===== src/rtl/vga_timing_pkg.sv =====
// Shared types and 800x600@72 default timing constants for the VGA timing controller.
package vga_timing_pkg;

    localparam int CNT_W = 11;

    typedef enum logic [1:0] {
        ACT  = 2'd0,
        FP   = 2'd1,
        SYNC = 2'd2,
        BP   = 2'd3
    } phase_t;

    localparam int   DEF_H_VISIBLE = 800;
    localparam int   DEF_H_FP      = 56;
    localparam int   DEF_H_SYNC    = 120;
    localparam int   DEF_H_BP      = 64;
    localparam int   DEF_V_VISIBLE = 600;
    localparam int   DEF_V_FP      = 37;
    localparam int   DEF_V_SYNC    = 6;
    localparam int   DEF_V_BP      = 23;
    localparam logic DEF_SYNC_POL  = 1'b1;

    localparam int DEF_H_TOTAL = DEF_H_VISIBLE + DEF_H_FP + DEF_H_SYNC + DEF_H_BP;
    localparam int DEF_V_TOTAL = DEF_V_VISIBLE + DEF_V_FP + DEF_V_SYNC + DEF_V_BP;

endpackage


===== src/rtl/vga_timing_ctrl_axis.sv =====
// One timing axis: wrapping position counter plus ACT/FP/SYNC/BP phase tracker.
// Exposes the next phase so the parent can register decodes aligned with the count.
module vga_axis_fsm
    import vga_timing_pkg::*;
#(
    parameter int P_VISIBLE = DEF_H_VISIBLE,
    parameter int P_FP      = DEF_H_FP,
    parameter int P_SYNC    = DEF_H_SYNC,
    parameter int P_BP      = DEF_H_BP
) (
    input  logic             i_clk,
    input  logic             i_rst_n,
    input  logic             i_adv,
    output logic [CNT_W-1:0] o_count,
    output phase_t           o_phase_next,
    output logic             o_wrap
);

    localparam int TOTAL = P_VISIBLE + P_FP + P_SYNC + P_BP;

    localparam logic [CNT_W-1:0] C_LAST    = CNT_W'(TOTAL - 1);
    localparam logic [CNT_W-1:0] C_FP_AT   = CNT_W'(P_VISIBLE);
    localparam logic [CNT_W-1:0] C_SYNC_AT = CNT_W'(P_VISIBLE + P_FP);
    localparam logic [CNT_W-1:0] C_BP_AT   = CNT_W'(P_VISIBLE + P_FP + P_SYNC);

    generate
        if (TOTAL > (1 << CNT_W)) begin : g_total_check
            $error("vga_axis_fsm: axis total exceeds counter range");
        end
    endgenerate

    logic [CNT_W-1:0] r_count;
    logic [CNT_W-1:0] w_count_next;
    phase_t           r_phase;
    phase_t           w_phase_next;
    logic             w_wrap;

    // Phase changes are keyed on the count being entered, so phase and count stay aligned.
    always_comb begin
        w_wrap       = i_adv && (r_count == C_LAST);
        w_count_next = r_count;
        w_phase_next = r_phase;
        if (i_adv) begin
            w_count_next = w_wrap ? '0 : r_count + CNT_W'(1);
            if (w_count_next == '0)
                w_phase_next = ACT;
            else if (w_count_next == C_FP_AT)
                w_phase_next = FP;
            else if (w_count_next == C_SYNC_AT)
                w_phase_next = SYNC;
            else if (w_count_next == C_BP_AT)
                w_phase_next = BP;
        end
    end

    always_ff @(posedge i_clk or negedge i_rst_n) begin
        if (!i_rst_n) begin
            r_count <= '0;
            r_phase <= ACT;
        end else begin
            r_count <= w_count_next;
            r_phase <= w_phase_next;
        end
    end

    assign o_count      = r_count;
    assign o_phase_next = w_phase_next;
    assign o_wrap       = w_wrap;

endmodule


===== src/rtl/vga_timing_ctrl.sv =====
// 800x600@72 VGA timing generator: counters, syncs, blank and line/frame strobes.
// Define VGA_PREFETCH_EN to add PIX_REQ/PIX_X/PIX_Y for a 1-cycle-latency frame buffer.
module vga_timing_ctrl
    import vga_timing_pkg::*;
#(
    parameter int   H_VISIBLE = DEF_H_VISIBLE,
    parameter int   H_FP      = DEF_H_FP,
    parameter int   H_SYNC    = DEF_H_SYNC,
    parameter int   H_BP      = DEF_H_BP,
    parameter int   V_VISIBLE = DEF_V_VISIBLE,
    parameter int   V_FP      = DEF_V_FP,
    parameter int   V_SYNC    = DEF_V_SYNC,
    parameter int   V_BP      = DEF_V_BP,
    parameter logic SYNC_POL  = DEF_SYNC_POL
) (
    input  logic             CLKt,
    input  logic             RST,
    input  logic             EN,
    output logic [CNT_W-1:0] HCOUNT,
    output logic [CNT_W-1:0] VCOUNT,
    output logic             HSYNC,
    output logic             VSYNC,
    output logic             BLANK,
    output logic             LINE_START,
    output logic             FRAME_START
`ifdef VGA_PREFETCH_EN
    ,
    output logic             PIX_REQ,
    output logic [9:0]       PIX_X,
    output logic [9:0]       PIX_Y
`endif
);

    logic [CNT_W-1:0] w_hcount;
    logic [CNT_W-1:0] w_vcount;
    phase_t           w_h_phase_next;
    phase_t           w_v_phase_next;
    logic             w_h_wrap;
    logic             w_v_wrap;

    vga_axis_fsm #(
        .P_VISIBLE (H_VISIBLE),
        .P_FP      (H_FP),
        .P_SYNC    (H_SYNC),
        .P_BP      (H_BP)
    ) u_h_axis (
        .i_clk        (CLKt),
        .i_rst_n      (RST),
        .i_adv        (EN),
        .o_count      (w_hcount),
        .o_phase_next (w_h_phase_next),
        .o_wrap       (w_h_wrap)
    );

    vga_axis_fsm #(
        .P_VISIBLE (V_VISIBLE),
        .P_FP      (V_FP),
        .P_SYNC    (V_SYNC),
        .P_BP      (V_BP)
    ) u_v_axis (
        .i_clk        (CLKt),
        .i_rst_n      (RST),
        .i_adv        (w_h_wrap),
        .o_count      (w_vcount),
        .o_phase_next (w_v_phase_next),
        .o_wrap       (w_v_wrap)
    );

    logic r_hsync;
    logic r_vsync;
    logic r_blank;
    logic r_line_start;
    logic r_frame_start;

    // w_h_wrap already carries EN, so strobes fall to zero on any stalled cycle.
    always_ff @(posedge CLKt or negedge RST) begin
        if (!RST) begin
            r_hsync       <= ~SYNC_POL;
            r_vsync       <= ~SYNC_POL;
            r_blank       <= 1'b0;
            r_line_start  <= 1'b0;
            r_frame_start <= 1'b0;
        end else begin
            r_hsync       <= (w_h_phase_next == SYNC) ? SYNC_POL : ~SYNC_POL;
            r_vsync       <= (w_v_phase_next == SYNC) ? SYNC_POL : ~SYNC_POL;
            r_blank       <= (w_h_phase_next != ACT) || (w_v_phase_next != ACT);
            r_line_start  <= w_h_wrap;
            r_frame_start <= w_h_wrap && w_v_wrap;
        end
    end

    assign HCOUNT      = w_hcount;
    assign VCOUNT      = w_vcount;
    assign HSYNC       = r_hsync;
    assign VSYNC       = r_vsync;
    assign BLANK       = r_blank;
    assign LINE_START  = r_line_start;
    assign FRAME_START = r_frame_start;

`ifdef VGA_PREFETCH_EN
    localparam int H_TOTAL = H_VISIBLE + H_FP + H_SYNC + H_BP;
    localparam int V_TOTAL = V_VISIBLE + V_FP + V_SYNC + V_BP;

    localparam logic [CNT_W-1:0] C_H_LAST   = CNT_W'(H_TOTAL - 1);
    localparam logic [CNT_W-1:0] C_V_LAST   = CNT_W'(V_TOTAL - 1);
    localparam logic [CNT_W-1:0] C_H_VIS_M1 = CNT_W'(H_VISIBLE - 1);
    localparam logic [CNT_W-1:0] C_V_VIS    = CNT_W'(V_VISIBLE);

    logic [CNT_W-1:0] w_h_next;
    logic [CNT_W-1:0] w_v_next;
    logic [CNT_W-1:0] w_v_after;
    logic             w_req_next;
    logic [9:0]       w_x_next;
    logic [9:0]       w_y_next;
    logic             r_pix_req;
    logic [9:0]       r_pix_x;
    logic [9:0]       r_pix_y;

    // Request decode targets the pixel shown one enabled cycle after the count being entered.
    always_comb begin
        w_h_next  = w_h_wrap ? '0 : (EN ? w_hcount + CNT_W'(1) : w_hcount);
        w_v_next  = w_v_wrap ? '0 : (w_h_wrap ? w_vcount + CNT_W'(1) : w_vcount);
        w_v_after = (w_v_next == C_V_LAST) ? '0 : w_v_next + CNT_W'(1);
        if (w_h_next == C_H_LAST) begin
            w_req_next = (w_v_after < C_V_VIS);
            w_x_next   = 10'd0;
            w_y_next   = 10'(w_v_after);
        end else begin
            w_req_next = (w_h_next < C_H_VIS_M1) && (w_v_next < C_V_VIS);
            w_x_next   = 10'(w_h_next + CNT_W'(1));
            w_y_next   = 10'(w_v_next);
        end
    end

    // Reset values match the decode of position (0,0).
    always_ff @(posedge CLKt or negedge RST) begin
        if (!RST) begin
            r_pix_req <= 1'b1;
            r_pix_x   <= 10'd1;
            r_pix_y   <= 10'd0;
        end else begin
            r_pix_req <= w_req_next;
            r_pix_x   <= w_x_next;
            r_pix_y   <= w_y_next;
        end
    end

    assign PIX_REQ = r_pix_req;
    assign PIX_X   = r_pix_x;
    assign PIX_Y   = r_pix_y;
`endif

endmodule


===== config.mk =====
export PLATFORM = sky130hd
export DESIGN_NAME = vga_timing_ctrl
export DESIGN_NICKNAME = d
export VERILOG_FILES = /design/src/rtl/vga_timing_pkg.sv /design/src/rtl/vga_timing_ctrl_axis.sv /design/src/rtl/vga_timing_ctrl.sv
export SDC_FILE = /design/constraint.sdc
export NUM_CORES = 1
export LEC_CHECK = 0
export ABC_AREA = 1
export CAP_MARGIN = 25
export CORE_MARGIN = 10
export CORE_UTILIZATION = 59
export CTS_CLUSTER_DIAMETER = 100
export DETAILED_ROUTE_END_ITERATION = 8
export PLACE_DENSITY = 0.85
export SYNTH_ARGS = -nofsm -noshare
export SYNTH_HDL_FRONTEND = slang
export SYNTH_SLANG_ARGS = --single-unit

===== constraint.sdc =====
create_clock -name CLKt -period 3.9 [get_ports CLKt]
set_input_delay 0.78 -clock CLKt [delete_from_list [all_inputs] [get_ports CLKt]]
set_output_delay 0.78 -clock CLKt [all_outputs]
set_load 0.05 [all_outputs]

==> reports/metrics.csv, run 1 <==
stage,metric,value,unit
place,port bufs,29,
pwr,sequential power share,39.4,%
setup_path,cell count along the critical path,14,
clocking,maximum clock insertion buffer count,2,
clocking,post-cts resize count,0,
logic_synthesis,prevailing post-synth register cell,dfrtp_1,
layout,number of fillers in the final layout,265,
pwr,internal power contribution,599,µW
worst_hold_path,Worst Min Path Start,u_h_axis.r_phase[0],
clocking,clk sink count,31,
floorplanning,die area,0.00647,mm²
sta,worst rel slew slack,59.4,%
clocking,Clk Tree Root Cell,clkbuf_8,
clocking,H-tree depth,2,
setup_path,largest driver fanout on the critical path,18,
pwr,switching share of power,41.8,%
setup_path,startpoint of the worst register-to-register path,u_h_axis.o_count[1],
logic_synthesis,synthesis-stage register bit count,31,
setup_path,largest stage delay on the critical path,560,ps
logic_synthesis,Synth async-reset ratio,100,%
layout,"non-filler cells, final",386,
logic_synthesis,"Avg Cell Area, Syn",7.05,µm²
sta,final-layout worst hold slack,525,ps
floorplanning,effective utilization at floorplan,62.7,%
place,Detail Placement HPWL,4010,µm
route,WL final,5450,µm
layout,relative area change from synthesis to final layout,20.0,%
route,number of optimization iterations in the first detailed-route pass,5,
worst_hold_path,hold path depth,2,
sta,final hold violation count,0,
setup_path,most numerous cell on the critical path,nand2_1,
sta,Worst-Margin Slew,608,ps
logic_synthesis,cell taking the most area after synthesis,dfrtp_1,
global_route,Tot GR Track Use,18.1,%
layout,final antenna diode count,0,
clocking,post-CTS repair timing setup buffer count,0,
clocking,Clock Latency Late Sink,290,ps
logic_synthesis,top post-synthesis cells by area,"dfrtp_1 36%, nand2_1 16%, inv_1 6.6%, nand3_1 6.5%, o21ai_0 5.8%",
setup_path,chain of cells forming the critical path,"clkdlybuf4s50_1, nand2_1, nor2_4, nand3_4, clkinv_2, nand2_1, nand2_1, nand2_1, nor2_2, nand3_2, nand2_1, inv_1, a21oi_1, nand3_1",
clocking,CTS Hold Bufs,0,
clocking,clock tree from TritonCTS,built,
layout,multi-input gate area in the final layout,0.00120,mm²
clocking,clock-pin slew reported for the worst setup and hold paths after clock tree synthesis,60,ps
logic_synthesis,total standard cell area after synthesis,0.00216,mm²
sta,Peak Freq,0.374,GHz
setup_path,critical path class,in2reg,
global_route,first-pass GRT wire length,9350,µm
logic_synthesis,most common cell in the synthesized netlist,nand2_1,
layout,final core occ,75.2,%
setup_path,critical register-to-register path endpoint,BLANK,
route,DRC,0,
route,number of vias per cell,5.55,
setup_path,family of cells with the greatest summed delay on the critical path,simple AND/OR/NAND/NOR gates,
global_route,via count of the first global-routing pass,2036,
pwr,combinational cell fraction of total power,35.7,%
logic_synthesis,area fraction of the dominant cell type after synthesis,36.0,%
logic_synthesis,Synth Net Count,312,
setup_path,type of origin of the critical path,input pin,
logic_synthesis,sequential cell area fraction in the yosys report,36.0,%
sta,shortest period the worst path allows,2670,ps
logic_synthesis,instance count of the mapped netlist,306,
sta,worst setup skew after layout,8.09,ps
floorplanning,Core Footprint,0.00344,mm²
pwr,Clock power frac,24.9,%
pwr,Power per Cell Area,397,mW/mm²
floorplanning,I/O pin count,30,
sta,portion of the clock cycle consumed by the worst path in the final layout,68.5,%
sta,final-layout setup total negative slack,0,ps
global_route,number of antenna violations at the first check in global routing,0,
global_route,largest net degree at the start of global routing,32,
setup_path,worst path bufs/invs,3,
setup_path,worst setup slack for register-to-register paths,1630,ps
floorplanning,Die Wd,80.5,µm
setup_path,depth of the worst register-to-register path,14,
setup_path,Worst Path Arrival,2840,ps
sta,count of pins over their slew limit,0,
layout,total number of nets in the final design,346,
layout,footprint of the flip-flops and latches,776,µm²
place,gpl congestion,0.906,
global_route,Overflow after GRT,0,
run_status,result of the run,finished clean,
clocking,TritonCTS buffer count,5,
logic_synthesis,synth cell count leaders,"94 x nand2_1, 38 x inv_1, 31 x dfrtp_1",
setup_path,crit path max-delay cell type,clkdlybuf4s50_1,
logic_synthesis,Post-synth EDFFs,0,
floorplanning,floorplan die height,80.5,µm
route,routed wire length per instance,14.1,µm
logic_synthesis,Synth cell types,32,
layout,share of post-route cells with drive strength above 1,11.8,%
pwr,Static Leak,0.00128,µW
pwr,worst IR drop on VDD,421,µV
floorplanning,standard-cell rows,21,
route,number of nets with antenna violations after detailed routing,0,
job,max-cap violation count,0,
worst_hold_path,type of the tightest min-delay check,reg2reg,
sta,setup-violating endpoint count in the final report,0,
setup_path,CP Data Required Time,4070,ps
logic_synthesis,total of warnings raised by yosys,0,
sta,unrepaired setup endpoints after global routing,false,
route,vias,2144,
place,dpl cells,379,
worst_hold_path,end of the worst hold path,u_h_axis.r_phase[0],
route,iteration-0 DRC count of the detailed router,248,
setup_path,Worst Setup End Kind,flop,
pwr,total net switching power,430,µW
## metrics by stage
step / power, µW / setup slack (ps) / cell area (µm²)
floorplan: 661 / 1580 / 2160
global route: 1090 / 1040 / 2590
detailed placement: 773 / 943 / 2500
finish: 1030 / 1230 / 2590
global placement: 769 / 984 / 2500
CTS: 1030 / 1240 / 2590
## worst min-delay path, delay by kind of cell, from the launching register on
kind,cells,cell delay [ps]
DFF,1,340
and+or+nand+nor,2,150
## registers in the layout, summed over array words and instances (netlist names)
register / flops
u_h_axis.r_phase: 2
u_v_axis.r_phase: 2
VSYNC: 1
HSYNC: 1
u_h_axis.o_count: 11
FRAME_START: 1
LINE_START: 1
u_v_axis.o_count: 11
BLANK: 1
## worst max-delay path by stage
stage / slack [ps] / from / to
final: 1230 / EN / BLANK
after global routing: 1040 / EN / BLANK
after CTS: 1240 / EN / BLANK
after detailed placement: 940 / EN / BLANK
after global placement: 980 / EN / BLANK
after floorplan: 1580 / u_h_axis.o_count[1] / BLANK
## cells by family (layout without fill, tap and decap cells)
kind of cell | count (synthesis) | count (layout) | synth area share (%)
adder cells (fa/ha/maj) | 3 | 3 | 1.74
XOR/XNOR | 3 | 3 | 1.22
flip-flops | 31 | 31 | 36.0
AO/OA/AOI/OAI | 35 | 35 | 8.82
AND/OR/NAND/NOR | 187 | 187 | 44.0
buffers and inverters | 47 | 81 | 8.24
## layout make-up
class | count | area share, %
Tap cell | 46 | 2.22
Sequential cell | 31 | 30.0
Clock buffer | 6 | 3.19
Clock inverter | 1 | 0.193
Multi-Input combinational cell | 228 | 46.5
Timing Repair Buffer | 30 | 11.5
Inverter | 44 | 6.43
## power by group through the flow
| stage | Sequential [µW] | Combinational (µW) | Clock (µW) |
|---|---|---|---|
| after global placement | 408 | 360 | 0 |
| after floorplan | 498 | 164 | 0 |
| after global routing | 412 | 403 | 275 |
| after detailed placement | 409 | 364 | 0 |
| after CTS | 404 | 369 | 256 |
| final | 406 | 367 | 256 |
## layer usage
metal / up-vias / track usage [%] / wire (µm)
met1: 991 / 22.3 / 2290
met5: - / 0 / 0
met2: 95 / 28.5 / 2610
met4: 0 / 7.04 / 91
met3: 13 / 5.90 / 453
li1: 1045 / - / -
## cells in the final DEF (no fill, tap or decap), types with 3 or more instances in the layout
cell,netlist,final
nor2_2,4,4
nand4_1,8,8
inv_2,5,5
nor2_4,4,4
ha_1,3,3
clkdlybuf4s50_1,0,29
nand2_1,94,94
nor2_1,29,29
nand2_4,5,5
inv_1,38,38
clkbuf_8,0,6
o21ai_0,25,25
a21oi_1,3,3
dfrtp_1,31,31
nand3_1,28,28
(Power assumes the default switching activity.)
==> inputs of run 2 (changes only) <==
Settings changed: CORE_UTILIZATION 59 to 55, PLACE_DENSITY 0.85 to 0.8.
Clock period 3.9 ns to 2.5 ns, I/O delays scaled along.
==> run 2 against run 1 <==
Compared with the run above: design area up 1.5%; combinational power grew 56%; sequential power is 55% higher; global-route usage down 1.5 points; largest cell class unchanged; largest power group unchanged; clock skew increased by 2.6 ps; power is 57% higher.
==> reports/metrics.csv, run 2 (synthesis gave the netlist of run 1 again) <==
stage,metric,value,unit,change
run_status,result of the run,finished clean,,
clocking,CTS Hold Bufs,0,,unchanged
setup_path,Worst Path Arrival,2370,ps,-470 ps
clocking,clk sink count,31,,unchanged
setup_path,type of origin of the critical path,input pin,,
floorplanning,die area,0.00683,mm²,+5.4%
sta,final hold violation count,0,,unchanged
setup_path,Worst Setup End Kind,flop,,
setup_path,largest driver fanout on the critical path,10,,-8
clocking,Clk Tree Root Cell,clkbuf_8,,
place,port bufs,29,,unchanged
sta,unrepaired setup endpoints after global routing,false,,
sta,worst setup skew after layout,10.7,ps,+2.60 ps
clocking,post-CTS repair timing setup buffer count,0,,unchanged
route,number of optimization iterations in the first detailed-route pass,4,,-1
place,post-detailed-placement cell area,0.00254,mm²,+1.6%
layout,"commonest cells after routing, fill and taps aside","94 x nand2_1, 38 x inv_1, 31 x dfrtp_1",,
floorplanning,Die Wd,82.6,µm,+2.7%
sta,final-layout worst hold slack,538,ps,+13.6 ps
route,vias,2017,,-5.9%
route,number of nets with antenna violations after detailed routing,0,,unchanged
global_route,number of antenna violations at the first check in global routing,0,,unchanged
global_route,Overflow after GRT,0,,unchanged
pwr,worst IR drop on VDD,557,µV,+32%
global_route,first-pass GRT wire length,8810,µm,-5.8%
layout,total number of nets in the final design,351,,+1.4%
route,iteration-0 DRC count of the detailed router,138,,-44%
layout,share of post-route cells with drive strength above 1,13.0,%,+1.3 points
clocking,TritonCTS buffer count,5,,unchanged
sta,setup-violating endpoint count in the final report,0,,unchanged
layout,Finished Cell Area,0.00263,mm²,+1.5%
pwr,power consumption,1610,µW,+57%
worst_hold_path,type of the tightest min-delay check,reg2reg,,
job,max-cap violation count,0,,unchanged
sta,shortest period the worst path allows,2190,ps,
floorplanning,Core Footprint,0.00372,mm²,+8.0%
clocking,post-cts resize count,0,,unchanged
sta,portion of the clock cycle consumed by the worst path in the final layout,87.6,%,
route,number of vias per cell,5.13,,-7.6%
setup_path,CP Data Required Time,2680,ps,-1390 ps
setup_path,critical path class,in2reg,,
sta,worst rel slew slack,65.3,%,+5.9 points
clocking,clock-pin slew reported for the worst setup and hold paths after clock tree synthesis,70,ps,about the same
layout,final core occ,70.7,%,-4.5 points
floorplanning,standard-cell rows,22,,+4.8%
setup_path,worst setup slack for register-to-register paths,330,ps,-1300 ps
route,DRC,0,,unchanged
global_route,largest net degree at the start of global routing,32,,unchanged
route,WL final,5050,µm,-7.3%
place,gpl congestion,0.885,,-2.4%
layout,relative area change from synthesis to final layout,21.9,%,
floorplanning,effective utilization at floorplan,58.0,%,-4.6 points
sta,count of pins over their slew limit,0,,unchanged
clocking,H-tree depth,2,,unchanged
route,routed wire length per instance,12.9,µm,-8.9%
pwr,Power per Cell Area,613,mW/mm²,+54%
clocking,clock tree from TritonCTS,built,,
pwr,Static Leak,0.00130,µW,+1.9%
sta,final-layout setup total negative slack,0,ps,unchanged
global_route,via count of the first global-routing pass,1905,,-6.4%
place,Detail Placement HPWL,3980,µm,-0.71%
clocking,maximum clock insertion buffer count,2,,unchanged
floorplanning,I/O pin count,30,,unchanged
sta,Worst-Margin Slew,519,ps,-89.4 ps
layout,final antenna diode count,0,,unchanged
clocking,Clock Latency Late Sink,300,ps,about the same
layout,most common library cell in the layout ignoring fill and taps,nand2_1,,
sta,Peak Freq,0.456,GHz,
global_route,Tot GR Track Use,16.6,%,-1.5 points
floorplanning,floorplan die height,82.6,µm,+2.7%
## run 2: critical path, cell delays in order
cell and delay (ps):
clkdlybuf4s50_1 490, nand2_1 90, nor2_4 200, inv_2 90, nor2_8 140, nand2_8 100
nand2_4 90, nand3_2 80, nor2_2 120, nand3_2 90, nand2_1 70, inv_1 50
a21oi_1 180, nand3_1 80
## run 2: layout make-up
| cell class | instances | area [µm²] |
|---|---|---|
| clock buffers | 6 | 82.6 |
| multi-input cells | 228 | 1200 |
| flip-flops and latches | 31 | 776 |
| repair buffers | 35 | 335 |
| well taps | 48 | 60.1 |
| clock inverters | 1 | 5.00 |
| fillers | 327 | 1090 |
| inverters | 44 | 166 |
## run 2: report_power, final
group | switching, µW | leakage (µW) | internal [µW]
sequential | 81.1 | 0.000397 | 549
combinational | 401 | 0.000859 | 172
clock | 192 | 0.0000470 | 216
## run 2: through the flow
stage,std cells,worst slack [ps]
after global placement,386,42.5
after global routing,393,80.5
final,393,309
after detailed placement,386,9.53
after floorplan,306,179
after CTS,393,310
## run 2: path summary, 6_finish.rpt
| path | from | endpoint | depth (start not counted) |
|---|---|---|---|
| hold / removal | u_h_axis.r_phase[0] | u_h_axis.r_phase[0] | 2 |
| setup reg to reg | u_h_axis.o_count[0] | BLANK | 14 |
| max in group asynchronous | RST | u_h_axis.o_count[7] | 2 |
| min in group asynchronous | RST | BLANK | 2 |
| setup / recovery | EN | BLANK | 14 |
| hold reg to reg | u_h_axis.r_phase[0] | u_h_axis.r_phase[0] | 2 |
## run 2: layer usage
layer  vias to the layer above  share of wire (%)  wire length [µm]  GRT usage [%]
li1                       1054                  -                 -              -
met1                       900                 47              2380           22.2
met2                        55                 44              2210           25.0
met3                         8                7.6               386           4.75
met4                         0                1.6                80           6.02
met5                         -                  0                 0              0
==> inputs of run 3 (changes only) <==
Settings changed: PLACE_DENSITY 0.8 to unset, PLACE_DENSITY_LB_ADDON set to 0.3.
==> run 3 against run 2 <==
Compared with the run above: critical path depth is the same; count of clock-buffer cells in the layout did not move; setup slack lost 14 ps; critical endpoint unchanged; largest cell class unchanged; highest routed layer unchanged.
==> reports/metrics.csv, run 3 (synthesis gave the netlist of run 1 again) <==
stage,metric,value,unit,change
run_status,result of the run,finished clean,,
global_route,first-pass GRT wire length,9470,µm,+7.5%
pwr,sequential power share,36.5,%,-2.6 points
layout,final core occ,71.5,%,+0.81 points
floorplanning,standard-cell rows,22,,unchanged
layout,most common library cell in the layout ignoring fill and taps,nand2_1,,
sta,worst rel slew slack,65.5,%,+0.24 points
route,iteration-0 DRC count of the detailed router,151,,+9.4%
setup_path,critical path class,in2reg,,
sta,final-layout worst hold slack,541,ps,+2.90 ps
clocking,clock tree from TritonCTS,built,,
global_route,Tot GR Track Use,17.6,%,+0.97 points
place,Detail Placement HPWL,4050,µm,+1.7%
sta,shortest period the worst path allows,2200,ps,+13.9 ps
floorplanning,Die Wd,82.6,µm,unchanged
worst_hold_path,hold path depth,2,,unchanged
clocking,Clock Latency Late Sink,290,ps,about the same
setup_path,chain of cells forming the critical path,"clkdlybuf4s50_1, nand2_1, nor2_4, inv_2, nor2_8, nand2_8, o21ai_2, nand3_1, nor2_2, nand3_2, nand2_1, inv_1, a21oi_1, nand3_1",,
floorplanning,die area,0.00683,mm²,unchanged
pwr,Power per Cell Area,650,mW/mm²,+6.1%
route,number of nets with antenna violations after detailed routing,0,,unchanged
worst_hold_path,type of the tightest min-delay check,reg2reg,,
sta,Worst-Margin Slew,515,ps,-3.66 ps
layout,relative area change from synthesis to final layout,23.3,%,
sta,count of pins over their slew limit,0,,unchanged
route,number of optimization iterations in the first detailed-route pass,4,,unchanged
clocking,clk sink count,31,,unchanged
pwr,switching share of power,39.6,%,-2.2 points
global_route,number of antenna violations at the first check in global routing,0,,unchanged
route,number of vias per cell,5.27,,+2.7%
place,port bufs,29,,unchanged
global_route,via count of the first global-routing pass,2025,,+6.3%
setup_path,depth of the worst register-to-register path,14,,unchanged
clocking,H-tree depth,2,,unchanged
layout,total number of nets in the final design,351,,unchanged
clocking,post-CTS repair timing setup buffer count,0,,unchanged
setup_path,CP Data Required Time,2670,ps,about the same
global_route,Overflow after GRT,0,,unchanged
pwr,total net switching power,685,µW,+1.5%
job,max-cap violation count,0,,unchanged
floorplanning,Core Footprint,0.00372,mm²,unchanged
layout,final antenna diode count,0,,unchanged
route,WL final,5430,µm,+7.5%
pwr,combinational cell fraction of total power,33.3,%,-2.3 points
setup_path,largest stage delay on the critical path,480,ps,about the same
clocking,clock-pin slew reported for the worst setup and hold paths after clock tree synthesis,60,ps,about the same
sta,worst setup skew after layout,9.76,ps,-0.930 ps
clocking,CTS Hold Bufs,0,,unchanged
setup_path,largest driver fanout on the critical path,10,,unchanged
pwr,Clock power frac,30.2,%,+4.9 points
setup_path,Worst Path Arrival,2370,ps,about the same
layout,share of post-route cells with drive strength above 1,13.3,%,+0.25 points
pwr,Static Leak,0.00132,µW,+1.1%
sta,final-layout setup total negative slack,0,ps,unchanged
route,vias,2076,,+2.9%
floorplanning,floorplan die height,82.6,µm,unchanged
route,routed wire length per instance,13.8,µm,+7.2%
route,DRC,0,,unchanged
place,gpl congestion,0.863,,-2.4%
floorplanning,effective utilization at floorplan,58.0,%,unchanged
pwr,internal power contribution,1040,µW,+11%
floorplanning,I/O pin count,30,,unchanged
sta,portion of the clock cycle consumed by the worst path in the final layout,88.2,%,+0.55 points
clocking,TritonCTS buffer count,5,,unchanged
setup_path,worst setup slack for register-to-register paths,320,ps,about the same
clocking,Clk Tree Root Cell,clkbuf_8,,
sta,unrepaired setup endpoints after global routing,false,,
sta,Peak Freq,0.454,GHz,-0.63%
sta,final hold violation count,0,,unchanged
layout,"commonest cells after routing, fill and taps aside","94 x nand2_1, 38 x inv_1, 31 x dfrtp_1",,
sta,setup-violating endpoint count in the final report,0,,unchanged
setup_path,Worst Setup End Kind,flop,,
global_route,largest net degree at the start of global routing,32,,unchanged
pwr,worst IR drop on VDD,552,µV,-0.93%
setup_path,type of origin of the critical path,input pin,,
setup_path,crit path max-delay cell type,clkdlybuf4s50_1,,
clocking,post-cts resize count,0,,unchanged
clocking,maximum clock insertion buffer count,2,,unchanged
==> run 3: cell types whose count changed in the layout (fill, tap and decap cells not counted) <==
| cell | delta |
|---|---|
| bufinv_16 | +1 |
==> run 3: path summary, 6_finish.rpt <==
kind | end | start
hold / removal | u_h_axis.r_phase[0] | u_h_axis.r_phase[0]
setup / recovery | BLANK | EN
setup reg to reg | BLANK | u_h_axis.o_count[1]
hold reg to reg | u_h_axis.r_phase[0] | u_h_axis.r_phase[0]
min in group asynchronous | u_v_axis.o_count[8] | RST
max in group asynchronous | u_h_axis.o_count[7] | RST
==> run 3: layout make-up <==
type	count	area (µm²)
Multi-Input combinational cell	228	1200
Fill cell	311	1060
Sequential cell	31	776
Timing Repair Buffer	35	335
Inverter	44	166
Clock buffer	6	82.6
Tap cell	48	60.1
Clock inverter	2	35.0
==> run 3: critical path: cells and delay by family <==
kind                   cells  cell delay [ps]
and+or+nand+nor            9              990
buffers and inverters      3              610
AOI/OAI and AO/OA          2              250
==> run 3: metal layers <==
metal	track usage [%]	routed length, µm	vias up
met5	0	0	-
met4	4.18	48	0
met2	29.4	2610	68
li1	-	-	1049
met3	4.97	376	4
met1	21.9	2400	955
==> run 3: power by group through the flow <==
stage               Clock (µW)  Combinational [µW]  Sequential [µW]
finish                     522                 575              631
global route               548                 631              644
CTS                        524                 577              632
detailed placement           0                 573              638
global placement             0                 572              640
floorplan                    0                 255              776
==> run 3: stage by stage <==
| stage | power, µW | setup WS [ps] | area [µm²] | cells |
|---|---|---|---|---|
| after detailed placement | 1210 | 43.6 | 2540 | 386 |
| after CTS | 1730 | 295 | 2660 | 394 |
| final | 1730 | 296 | 2660 | 394 |
| after global placement | 1210 | 44.9 | 2540 | 386 |
| after global routing | 1820 | 107 | 2660 | 394 |
| after floorplan | 1030 | 179 | 2160 | 306 |
